### config.mk
export PLATFORM = sky130hd
export DESIGN_NAME = rob_flush_ctrl
export DESIGN_NICKNAME = d
export VERILOG_FILES = /design/src/rtl/rob_flush_ctrl.sv
export SDC_FILE = /design/constraint.sdc
export NUM_CORES = 1
export LEC_CHECK = 0
export ABC_CLOCK_PERIOD_IN_PS = 9800
export CAP_MARGIN = 10
export CORE_MARGIN = 10
export CORE_UTILIZATION = 28
export CTS_BUF_LIST = sky130_fd_sc_hd__clkbuf_16
export DETAILED_ROUTE_END_ITERATION = 10
export GPL_TIMING_DRIVEN = 0
export HOLD_SLACK_MARGIN = 0.02
export MAX_ROUTING_LAYER = met4
export SYNTH_ARGS = -nofsm -noshare
export SYNTH_HDL_FRONTEND = slang
export SYNTH_SLANG_ARGS = --single-unit
### constraint.sdc
create_clock -name i_clock -period 9.8 [get_ports i_clock]
set_clock_uncertainty 0.2 [all_clocks]
set_input_delay 1.47 -clock i_clock [delete_from_list [all_inputs] [get_ports i_clock]]
set_output_delay 1.47 -clock i_clock [all_outputs]
set_load 0.1 [all_outputs]
### src/rtl/rob_flush_ctrl.sv
// Branch-mispredict recovery sequencer: snapshots the squashed physical tags and
// returns them to the free list N_WAY per accepted cycle while holding dispatch.
module rob_flush_ctrl #(
  parameter int N_ROB    = 32,
  parameter int N_WAY    = 2,
  parameter int CDB_BITS = 6
) (
  input  logic                      i_clock,
  input  logic                      i_reset,
  input  logic                      i_branch_haz,
  input  logic [N_ROB*CDB_BITS-1:0] i_free_list_haz,
  input  logic                      i_fl_ready,
  output logic [N_WAY-1:0]          o_fl_ret_valid,
  output logic [N_WAY*CDB_BITS-1:0] o_fl_ret_tag,
  output logic                      o_dispatch_stall,
  output logic                      o_flush_busy,
  output logic                      o_flush_done,
  output logic [$clog2(N_ROB):0]    o_flush_count
);

  localparam int IDX_W = $clog2(N_ROB);
  localparam int CNT_W = IDX_W + 1;
  localparam logic [IDX_W-1:0] LAST_IDX = IDX_W'(N_ROB - N_WAY);

  typedef enum logic [1:0] {S_IDLE, S_DRAIN, S_DONE} state_t;

  state_t                    r_state;
  state_t                    w_state_next;
  logic [CDB_BITS-1:0]       r_buf [N_ROB];
  logic [IDX_W-1:0]          r_idx;
  logic [CNT_W-1:0]          r_count;
  logic                      w_capture;
  logic                      w_accept;
  logic                      w_last;
  logic [N_WAY-1:0]          w_valid;
  logic [N_WAY*CDB_BITS-1:0] w_tag;
  logic [CNT_W-1:0]          w_nvalid;

  // A mispredict seen outside IDLE is ignored: the stalled ROB cannot issue one legally.
  assign w_capture = (r_state == S_IDLE) && i_branch_haz;
  assign w_accept  = (r_state == S_DRAIN) && i_fl_ready;
  assign w_last    = (r_idx == LAST_IDX);

  always_ff @(posedge i_clock or posedge i_reset) begin
    if (i_reset) r_state <= S_IDLE;
    else         r_state <= w_state_next;
  end

  always_comb begin
    w_state_next = r_state;
    case (r_state)
      S_IDLE:  if (i_branch_haz) w_state_next = S_DRAIN;
      S_DRAIN: if (i_fl_ready && w_last) w_state_next = S_DONE;
      S_DONE:  w_state_next = S_IDLE;
      default: w_state_next = S_IDLE;
    endcase
  end

  always_ff @(posedge i_clock or posedge i_reset) begin
    if (i_reset) begin
      for (int k = 0; k < N_ROB; k++) r_buf[k] <= '0;
      r_idx   <= '0;
      r_count <= '0;
    end else if (w_capture) begin
      for (int k = 0; k < N_ROB; k++) r_buf[k] <= i_free_list_haz[k*CDB_BITS +: CDB_BITS];
      r_idx   <= '0;
      r_count <= '0;
    end else if (w_accept) begin
      r_idx   <= r_idx + IDX_W'(N_WAY);
      r_count <= r_count + w_nvalid;
    end
  end

  // Lane gi always shows buffer[idx+gi]; windows never wrap because N_ROB % N_WAY == 0.
  for (genvar gi = 0; gi < N_WAY; gi++) begin : g_lane
    logic [CDB_BITS-1:0] w_lane_tag;
    assign w_lane_tag                          = r_buf[r_idx + IDX_W'(gi)];
    assign w_tag[gi*CDB_BITS +: CDB_BITS]      = w_lane_tag;
    assign w_valid[gi]                         = |w_lane_tag;
  end

  always_comb begin
    w_nvalid = '0;
    for (int i = 0; i < N_WAY; i++) w_nvalid = w_nvalid + CNT_W'(w_valid[i]);
  end

  always_comb begin
    o_fl_ret_valid   = '0;
    o_fl_ret_tag     = '0;
    o_flush_busy     = (r_state != S_IDLE);
    o_flush_done     = (r_state == S_DONE);
    o_dispatch_stall = (i_branch_haz && !i_reset) || (r_state != S_IDLE);
    if (r_state == S_DRAIN) begin
      o_fl_ret_valid = w_valid;
      o_fl_ret_tag   = w_tag;
    end
  end

  assign o_flush_count = r_count;

endmodule

# Word-level counts from Yosys, hierarchy flattened
# Cells that the tools add are included.
op_classes:
  bitwise_logic: 2
  order_cmp: 2
  eq_ne: 5
  n_reduce_logical: 12
  n_mux: 15
  addsub: 4
op_table:
  columns: ["cell", "n"]
  rows:
  - ["$bmux W6 S5", 2]
  - ["$mux W6", 6]
  - ["$ge A6 B6 Y1 const B", 2]
  - ["$mux W12", 1]
  - ["$not A5 Y6", 2]
  - ["$reduce_or A6 Y1", 2]
  - ["$mux W5", 2]
  - ["$add A6 B6 Y6", 1]
  - ["$mux W2", 3]
  - ["$add A5 B1 Y5 const B", 1]
  - ["$add A5 B2 Y5 const B", 1]
  - ["$eq A5 B5 Y1 const B", 1]
  - ["$logic_and A1 B1 Y1", 4]
  - ["$pmux W2 S2", 1]
  - ["$reduce_bool A2 Y1", 2]
  - ["$add A1 B1 Y2", 1]
  - ["$eq A2 B1 Y1 const B", 1]
  - ["$eq A2 B2 Y1 const B", 1]
  - ["$logic_not A2 Y1", 1]
  - ["$ne A2 B1 Y1 const B", 1]
  - ["$ne A2 B2 Y1 const B", 1]
  - ["$reduce_and A2 Y1", 1]
  - ["$logic_not A1 Y1", 1]
  - ["$logic_or A1 B1 Y1", 1]
totals:
  wordCells: 75
  output_inout_bits: 23
  reg_bits: 205
  in_bits: 196

# Logic depth before layout (Yosys ltp)
depth:
  ltp_word: 10
  depth_mapped: 13
  mapped_depth_nobuf: 11

# Worst setup path after synthesis
# No wires, ideal clock.
synth_path:
  path_type: "input-to-output"
  startpoint: "input i_reset"
  endpoint: "output o_dispatch_stall"
  t_arrival_ps: 6718
  path_stages: 2
  setup_slack_ps: 1412
  required_time_ps: 8130
  path_buffers: 0
  path_cell_list: "inv_1 a21o_1"
synth_via:
  elab_chain_len: 3
synth_lines:
  columns: ["item", "line_no", "rtl"]
  rows:
  - ["start, declared", "9", "input logic i_reset,"]
  - ["$logic_not A1 Y1", "92", "o_dispatch_stall = (i_branch_haz && !i_reset) || (r_state != S_IDLE);"]
  - ["$logic_and A1 B1 Y1", "92", null]
  - ["$logic_or A1 B1 Y1", "92", null]
  - ["end, declared", "15", "output logic o_dispatch_stall,"]
# Every way passes these cells.

# Final worst setup path
# Ends and elaborated chain as after synthesis.

==> impl_metrics.ini <==
[floorplan]
ios = 219
die_w_um = 203
core_area_um2 = 32700
placementRows = 66
die_y_um = 203
initial_core_util_pct = 28.5
dieArea_um2 = 41000

[setup_path]
crit_family = buffers and inverters
start_kind = input pin
path_class = in -> out
cp_num_buf_inv = 3
worst-path-stages = 4
r2r_cells = 13
reg2reg_from = r_idx[2]$_DFFE_PP0P_
cp-end-kind = primary output
cp-startpoint = i_reset
crit_required_ns = 8.13
crit_top_cell = clkdlybuf4s50_1
arrival_ns = 3.93
slowest_stage = clkdlybuf4s50_1
critPathMaxFanout = 102
path_cells = clkdlybuf4s50_1, inv_8, a21o_1, clkdlybuf4s50_1
critPathMaxStageDelay_ns = 1.13

[timing]
fin_setup_tns_ns = 0
hold_viol = 0
min_period_ns = 5.60
max_freq_mhz = 179
tightest_slew_ns = 1.08
slew_headroom_pct = 27.5
min_period_over_period_pct = 57.1
whs_ns = 0.301
postLayoutSetupSlackWorst_ns = 4.20
rsz0062_at_grt = false
setup_viol = 0
drv_slew = 0

[synth]
postSynthRegisterBits = 204
synth_area_leaders = dfrtp_1 (55%), mux2_2 (23%), mux4_2 (12%)
yosysTopAreaCell = dfrtp_1
synth_area_um2 = 9330
synth_area_per_cell_um2 = 15.8
synth_cells = 589
synth.top_cell.area_share_pct = 54.7
yosysWarningCount = 0
syn_nets = 790
ys_types = 33
ys_seq_area_share_pct = 54.7

[cts]
cts_root_buf = clkbuf_16
cts.sinks = 204
cts_setup_buffers = 0
clk_path_buf_depth = 3
htree_levels = 1
clkTransAtPathRegs_ns = 0.06
postCtsHoldBufs = 0
cts_resized = 0
insertion_delay_ns = 0.53
cts_tree = built
numCtsBuffers = 24

[global_routing]
track_usage_pct = 15.3
grt_pass1_wl_um = 45300
grt-ovfl-total = 0
grt_max_degree = 105
antenna_found_initial = 7
grt_pass1_vias = 6775

[layout]
fin_cells = 1299
area_delta_synth_final_pct = 37.5
fin_area_um2 = 12800
final_util_pct = 39.3
area.sequential_um2 = 5100
drive_gt1_share_pct = 37.6
fin_nets = 1035
n_fill_cell = 3164
multi_input_area_um2 = 3980

[power_and_ir_drop]
comb_power_share_pct = 52.7
swShare_pct = 42.4
vdd_drop_max_v = 0.000269
power_switching_mw = 2.07
p_int_mw = 2.82
power_mw = 4.89
p_clk_share_pct = 16.8
powerDensity_nw_per_um2 = 381
power.leakage_nw = 5.20
seqPwrFrac_pct = 30.4

[placement]
gp_congestion = 0.738
hpwl_um = 23300
dp_slack_ns = 4.17
placedCellCount = 1250
io_buffers = 218
dpl-instance-area_um2 = 12100

[drt]
wire_per_inst_um = 23.8
dr.pass1.iters = 4
wl_um = 31000
drc_errors = 0
drtIter0Drc = 305
via_count = 6026
drt-vias-per-instance = 4.64
antenna_left = 0

[hold_path]
hold_class = reg -> reg
hold_start = r_buf[27]$_DFFE_PP0P_
holdPathStages = 1

[run_status]
status = completed

[run]
maxCapViolations = 0
[placed cells by master, fill, tap and decap left out, types with 4 or more instances in the layout]
cell type	netlist	routed
a21oi_1	9	9
mux2_2	193	193
clkinv_1	0	5
xor2_1	4	4
nor2b_1	7	7
buf_6	6	6
diode_2	0	7
inv_1	2	8
buf_2	31	31
dfrtp_1	204	204
a22oi_2	4	4
mux4_2	48	48
clkdlybuf4s50_1	0	218
nor2_1	12	12
nand2_1	11	11
ha_1	4	4
mux2i_1	12	12
a22oi_1	12	12
clkbuf_16	0	24
[power by group through the flow]
stage / Combinational (mW) / Clock (mW) / Sequential [mW]
6_report: 2.58 / 0.822 / 1.49
5_1_grt: 2.73 / 0.886 / 1.54
4_1_cts: 2.63 / 0.852 / 1.49
3_5_place_dp: 2.62 / 0 / 1.50
3_3_place_gp: 2.59 / 0 / 1.49
2_1_floorplan: 1.80 / 0 / 1.50
[worst paths after layout]
kind / endpoint / slack, ns
hold / removal: r_buf[27]$_DFFE_PP0P_ / 0.30
setup reg to reg: o_flush_count[4]$_DFFE_PP0P_ / 5.90
setup / recovery: o_dispatch_stall / 4.20
min in group asynchronous: r_buf[123]$_DFFE_PP0P_ / 1.26
hold reg to reg: r_buf[27]$_DFFE_PP0P_ / 0.30
max in group asynchronous: o_flush_count[4]$_DFFE_PP0P_ / 7.10
[cells by family after synthesis]
| family | share of synthesized area (%) |
|---|---|
| AO/OA/AOI/OAI | 2.57 |
| buffers and inverters | 2.67 |
| multiplexers | 36.2 |
| flip-flops | 54.7 |
| adder cells (fa/ha/maj) | 0.751 |
| XOR/XNOR | 0.563 |
| AND/OR/NAND/NOR | 2.60 |
[synth_stat cells]
cell type,n
or2_2,1
nor2b_1,7
inv_1,2
a41oi_1,1
a22oi_2,4
a22oi_1,12
nand2b_1,1
xor2_1,4
xnor2_1,2
buf_6,6
nor2_2,3
dfrtp_1,204
nor3b_1,2
buf_2,31
nand4_1,1
mux2i_1,12
and2_1,2
a22o_1,3
buf_4,1
mux2_2,193
a21o_1,1
nor2_1,12
nand2_1,11
nor4b_2,1
ha_1,4
nand3_1,3
a31oi_1,2
fa_1,1
and4_1,1
clkbuf_1,3
and3b_1,1
a21oi_1,9
mux4_2,48
[worst register-to-register path: stages, from the launching register on]
cell and delay, ns:
dfrtp_1 0.34, buf_2 0.33, buf_2 0.47, mux4_2 0.40
mux2i_1 0.27, mux2i_1 0.15, nor2_1 0.22, nand3_1 0.16
ha_1 0.31, ha_1 0.21, fa_1 0.39, nand4_1 0.13
xor2_1 0.16, nor2_1 0.05
[state kept, by name, summed over array words and instances (netlist names)]
signal,count
r_idx,4
r_state,2
o_flush_count,6
r_buf,192
[cell type report]
type	count	share of cell area, %
clock inverter	18	0.897
tap	442	4.31
inverter	2	0.117
clock buffer	24	4.68
antenna	7	0.136
timing repair buffer	219	17.2
sequential	204	39.8
buffer	41	1.88
multi-input combinational	342	31.0
[layer usage]
metal | vias up | part of all wire (%) | wire, µm | track usage, %
met1 | 3127 | 44 | 13700 | 19.3
met3 | 34 | 5.3 | 1630 | 3.33
li1 | 2704 | - | - | -
met2 | 161 | 49 | 15100 | 24.9
met4 | 0 | 1.9 | 578 | 2.90
met5 | - | 0 | 0 | -
Note: power is estimated with default switching activity, not from simulation.
==> variant 1 (same settings) <==
The parameter `CDB_BITS` goes from 6 to 3.
--- a/src/rtl/rob_flush_ctrl.sv
+++ b/src/rtl/rob_flush_ctrl.sv
@@ -3,7 +3,7 @@
 module rob_flush_ctrl #(
   parameter int N_ROB    = 32,
   parameter int N_WAY    = 2,
-  parameter int CDB_BITS = 6
+  parameter int CDB_BITS = 3
 ) (
   input  logic                      i_clock,
   input  logic                      i_reset,
Interface: changed (resized i_free_list_haz and o_fl_ret_tag); port bits go from 219 to 117. No check against the original RTL was run, so the function may have changed too.
==> variant 1 against the original RTL <==
First-iteration DRC count shrank 78%. Global-route usage decreased by 3.2 points. Critical endpoint is now o_fl_ret_valid[1]. Core utilization decreased by 0.13 points. Critical path type is now reg2out. Count of clock-buffer cells in the layout decreased by 15. Wire length decreased by 57%. Area after synthesis fell by 46%. Sequential cell count down 96. Cell area shrank 47%. Maximum frequency fell by 4.7%. Power down 44%. Setup slack lost 270 ps. Via count fell by 47%.
==> variant 1: results (changes against the original RTL) <==
status=finished, final reports clean (unchanged); CLK BUF=9 (was 24); fin nets=557 (was 1,035); sequential cell count=108 (was 204); Worst-Margin Slew=1000 ps (was 1080 ps); Cells after Synth=324 (was 589); Distinct cells, synth=36 (was 33); multi-input logic portion of the cell area=32.3% (was 31.0%); Skew-Pair Late Insertion Delay=360 ps (was 530 ps); largest net degree at the start of global routing=73 (was 105); CTS clock-pin slew for the worst setup and hold paths=80 ps (was 60 ps); Clock Tree Buf Depth=2 (was 3); antenna violations before repair=0 (was 7); Placed Cells=666 (was 1,250); Commonest cells post-synth=dfrtp_1 (108), mux2_2 (88), mux4_2 (15) (was dfrtp_1 (204), mux2_2 (193), mux4_2 (48)); Total Routing Usage GR=12.0% (was 15.3%); first-pass GRT wire length=21.3 mm (was 45.3 mm); drt initial violations=68 (was 305); leakage power=0.00273 µW (was 0.00520 µW); Arr. time, crit path=4200 ps (was 3930 ps); HPWL after DPL=10.4 mm (was 23.3 mm); via count=3,164 (was 6,026); DR WL/cell=19.7 µm (was 23.8 µm); clock-cell share of area=4.74% (was 5.58%); synthesized area=0.00502 mm² (was 0.00933 mm²); worst-path fanout max=10 (was 102); gpl congestion=0.797 (was 0.738); Fill cells=1,636 (was 3,164)
variant 1: kinds of logic after synthesis:
group | after synthesis | synth area share, %
multiplexers | 127 | 35.1
flip-flops | 108 | 53.9
AND/OR/NAND/NOR | 41 | 4.41
buffers and inverters | 24 | 2.27
AO/OA/AOI/OAI | 13 | 1.92
XOR/XNOR | 6 | 1.05
adder cells (fa/ha/maj) | 5 | 1.40
variant 1: stage by stage:
stage                     setup slack [ps]  total power, µW
after floorplan                       3520             1940
after global placement                1630             2320
after detailed placement              4240             2360
after CTS                             3840             2760
after global routing                  3700             2890
final                                 3930             2720
variant 1: power breakdown:
part | internal [µW] | total (µW) | switching, µW
Sequential | 673 | 784 | 111
Combinational | 637 | 1540 | 902
Clock | 226 | 396 | 171
Total | 1540 | 2720 | 1180
variant 1: worst paths after layout:
kind / from / endpoint / slack [ps] / cells after the start
max: r_idx[3] / o_fl_ret_valid[1] / 3930 / 9
min: r_buf[32] / r_buf[32] / 280 / 1
max reg2reg: r_idx[3] / o_flush_count[4] / 5520 / 13
min reg2reg: r_buf[32] / r_buf[32] / 280 / 1
max in group asynchronous: i_reset / r_buf[45] / 7360 / 3
min in group asynchronous: i_reset / r_buf[47] / 1300 / 2
variant 1: worst max-delay path, stage by stage, from the launching register on:
cell and delay, ps:
dfrtp_1 320, buf_2 220, buf_2 390, buf_1 630
mux4_2 420, a22oi_1 210, nand3_1 120, or3_4 410
and2_4 160, clkdlybuf4s50_1 970
variant 1: routing by layer:
metal,up-vias,share of wire [%],global-route usage (%)
met5,-,0,-
met4,0,1.1,3.15
met3,11,4.8,3.40
met2,81,48,18.6
met1,1608,47,15.3
li1,1464,-,-
==> variant 2 (same flow settings) <==
Without the edit above. Register the output `o_flush_count` once more; this adds one clock of latency there. The other outputs are not delayed to match.
--- a/src/rtl/rob_flush_ctrl.sv
+++ b/src/rtl/rob_flush_ctrl.sv
@@ -96,7 +96,9 @@
     end
   end
 
-  assign o_flush_count = r_count;
+  always_ff @(posedge i_clock) begin
+    o_flush_count <= r_count;
+  end
 
 endmodule
 
Formal check against the unedited RTL: not equivalent (Yosys sat finds a counterexample within 4 cycles, from zero or initial values and one cycle with i_reset high).
==> variant 2 against the original RTL <==
Area after synthesis rose by 1.3%. Largest power group unchanged. Critical path type is now reg2out. Cell area rose by 0.85%. Register-to-register slack got worse by 70 ps. Non-clock buffer count did not move. Setup slack got worse by 63 ps. Sequential cell count rose by 6. Wire length rose by 0.56%. Sequential share of layout area rose by 0.59 points. Power rose by 3.2%.
==> variant 2: results (changes against the original RTL) <==
status=finished, final reports clean (unchanged); Synth top area share=54.0% (was 54.7%); R2R setup slack=5830 ps (was 5900 ps); antenna violations before repair=7 (unchanged); fin nets=1,043 (was 1,035); first-pass GRT wire length=45.6 mm (was 45.3 mm); 1st-pass router iterations=4 (unchanged); Fill cells=3,170 (was 3,164); Worst path slowest cell=clkdlybuf4s50_1 (unchanged); Distinct cells, synth=33 (unchanged); Max IR drop VDD=0.433 mV (was 0.269 mV); post-cts sizing count=0 (unchanged); Rel. slew slack=24.4% (was 27.5%); Total Routing Usage GR=15.3% (about the same); Worst Hold End=o_flush_count[5] (was r_buf[27]); Clock Tree Buf Depth=3 (unchanged); Synth warnings=0 (unchanged); share of cells above drive strength 1=36.7% (was 37.6%); largest registers=r_buf (192), o_flush_count (6), r_count (6); Commonest cells post-synth=dfrtp_1 (204), mux2_2 (193), mux4_2 (48) (unchanged); hold path cells=0 (was 1); drt initial violations=217 (was 305); share of synthesized flip-flops with an asynchronous set or reset=97.1% (was 100%); DRC Markers=0 (unchanged); crit-path max cell delay=1250 ps (was 1130 ps); number of global-route vias before repair=6,846 (was 6,775); Worst R2R End=r_count[4] (was o_flush_count[4]); family with the most delay on the worst path=buffers and inverters (unchanged); final wirelength=31.1 mm (was 31.0 mm); HPWL after DPL=23.3 mm (about the same); synthesized net count=797 (was 790); CTS clock-pin slew for the worst setup and hold paths=about 50 ps; hold_ws=198 ps (was 301 ps); worst-path fanout max=10 (was 102); leakage power=0.00523 µW (was 0.00520 µW); largest net degree at the start of global routing=112 (was 105); dpl cell area=0.0122 mm² (was 0.0121 mm²); CTS root buffer=clkbuf_16 (unchanged); largest cells by area after synthesis=dfrtp_1 (54%), mux2_2 (23%), mux4_2 (11%) (was dfrtp_1 (55%), mux2_2 (23%), mux4_2 (12%)); Seq/Total Area, Yosys=55.2% (was 54.7%); multi-input logic area=0.00399 mm² (was 0.00398 mm²); hold crit path type=reg2reg (unchanged); number of port buffers=218 (unchanged); number of CTS-inserted buffers=25 (was 24); hold_sp=r_count[5] (was r_buf[27]); Vias/cell=4.59 (was 4.64); gpl congestion=0.769 (was 0.738)
-- variant 2: cell type report --
cell class	instances	share of cell area (%)
flip-flops and latches	210	40.4
plain buffers	41	1.87
repair buffers	219	17.1
clock inverters	18	0.532
multi-input cells	343	30.8
well taps	448	4.33
diodes	6	0.116
clock buffers	25	4.83
inverters	2	0.116
-- variant 2: cell families after synthesis --
kind of cell | share of synthesized area (%)
AOI/OAI and AO/OA | 2.53
and+or+nand+nor | 2.63
muxes | 35.7
adders and majority gates | 0.741
buffers and inverters | 2.63
xor gates and xnor gates | 0.556
DFF | 55.2
-- variant 2: per-layer routing --
layer / track usage, % / vias up / part of all wire, %
met4: 3.36 / 0 / 2.0
met1: 19.4 / 3092 / 44
met3: 3.76 / 32 / 6.4
li1: - / 2731 / -
met5: - / - / 0
met2: 24.2 / 163 / 48
-- variant 2: worst max-delay path by stage --
stage / endpoint / cells after the start / from / slack [ps]
after global placement: o_dispatch_stall / 4 / i_reset / -1650
after global routing: o_fl_ret_valid[0] / 8 / r_idx[2] / 3970
final: o_fl_ret_valid[0] / 8 / r_idx[2] / 4140
after detailed placement: o_dispatch_stall / 4 / i_reset / 4190
after CTS: o_fl_ret_valid[0] / 8 / r_idx[2] / 4050
after floorplan: o_dispatch_stall / 2 / i_reset / 1410
-- variant 2: power breakdown --
group	total (µW)	switching, µW	internal (µW)	leakage [µW]
Combinational	2700	1580	1120	0.00238
Clock	810	355	455	0.000384
Sequential	1530	221	1310	0.00247
-- variant 2: through the flow --
stage / setup slack (ps) / TNS, ps / instances / util [%]
3_3_place_gp: -1650 / -122170 / 1262 / 36.5
2_1_floorplan: 1410 / 0 / 596 / -
5_1_grt: 3970 / 0 / 1312 / 38.7
6_report: 4140 / 0 / 1312 / 38.7
3_5_place_dp: 4190 / 0 / 1263 / 36.6
4_1_cts: 4050 / 0 / 1306 / 38.7
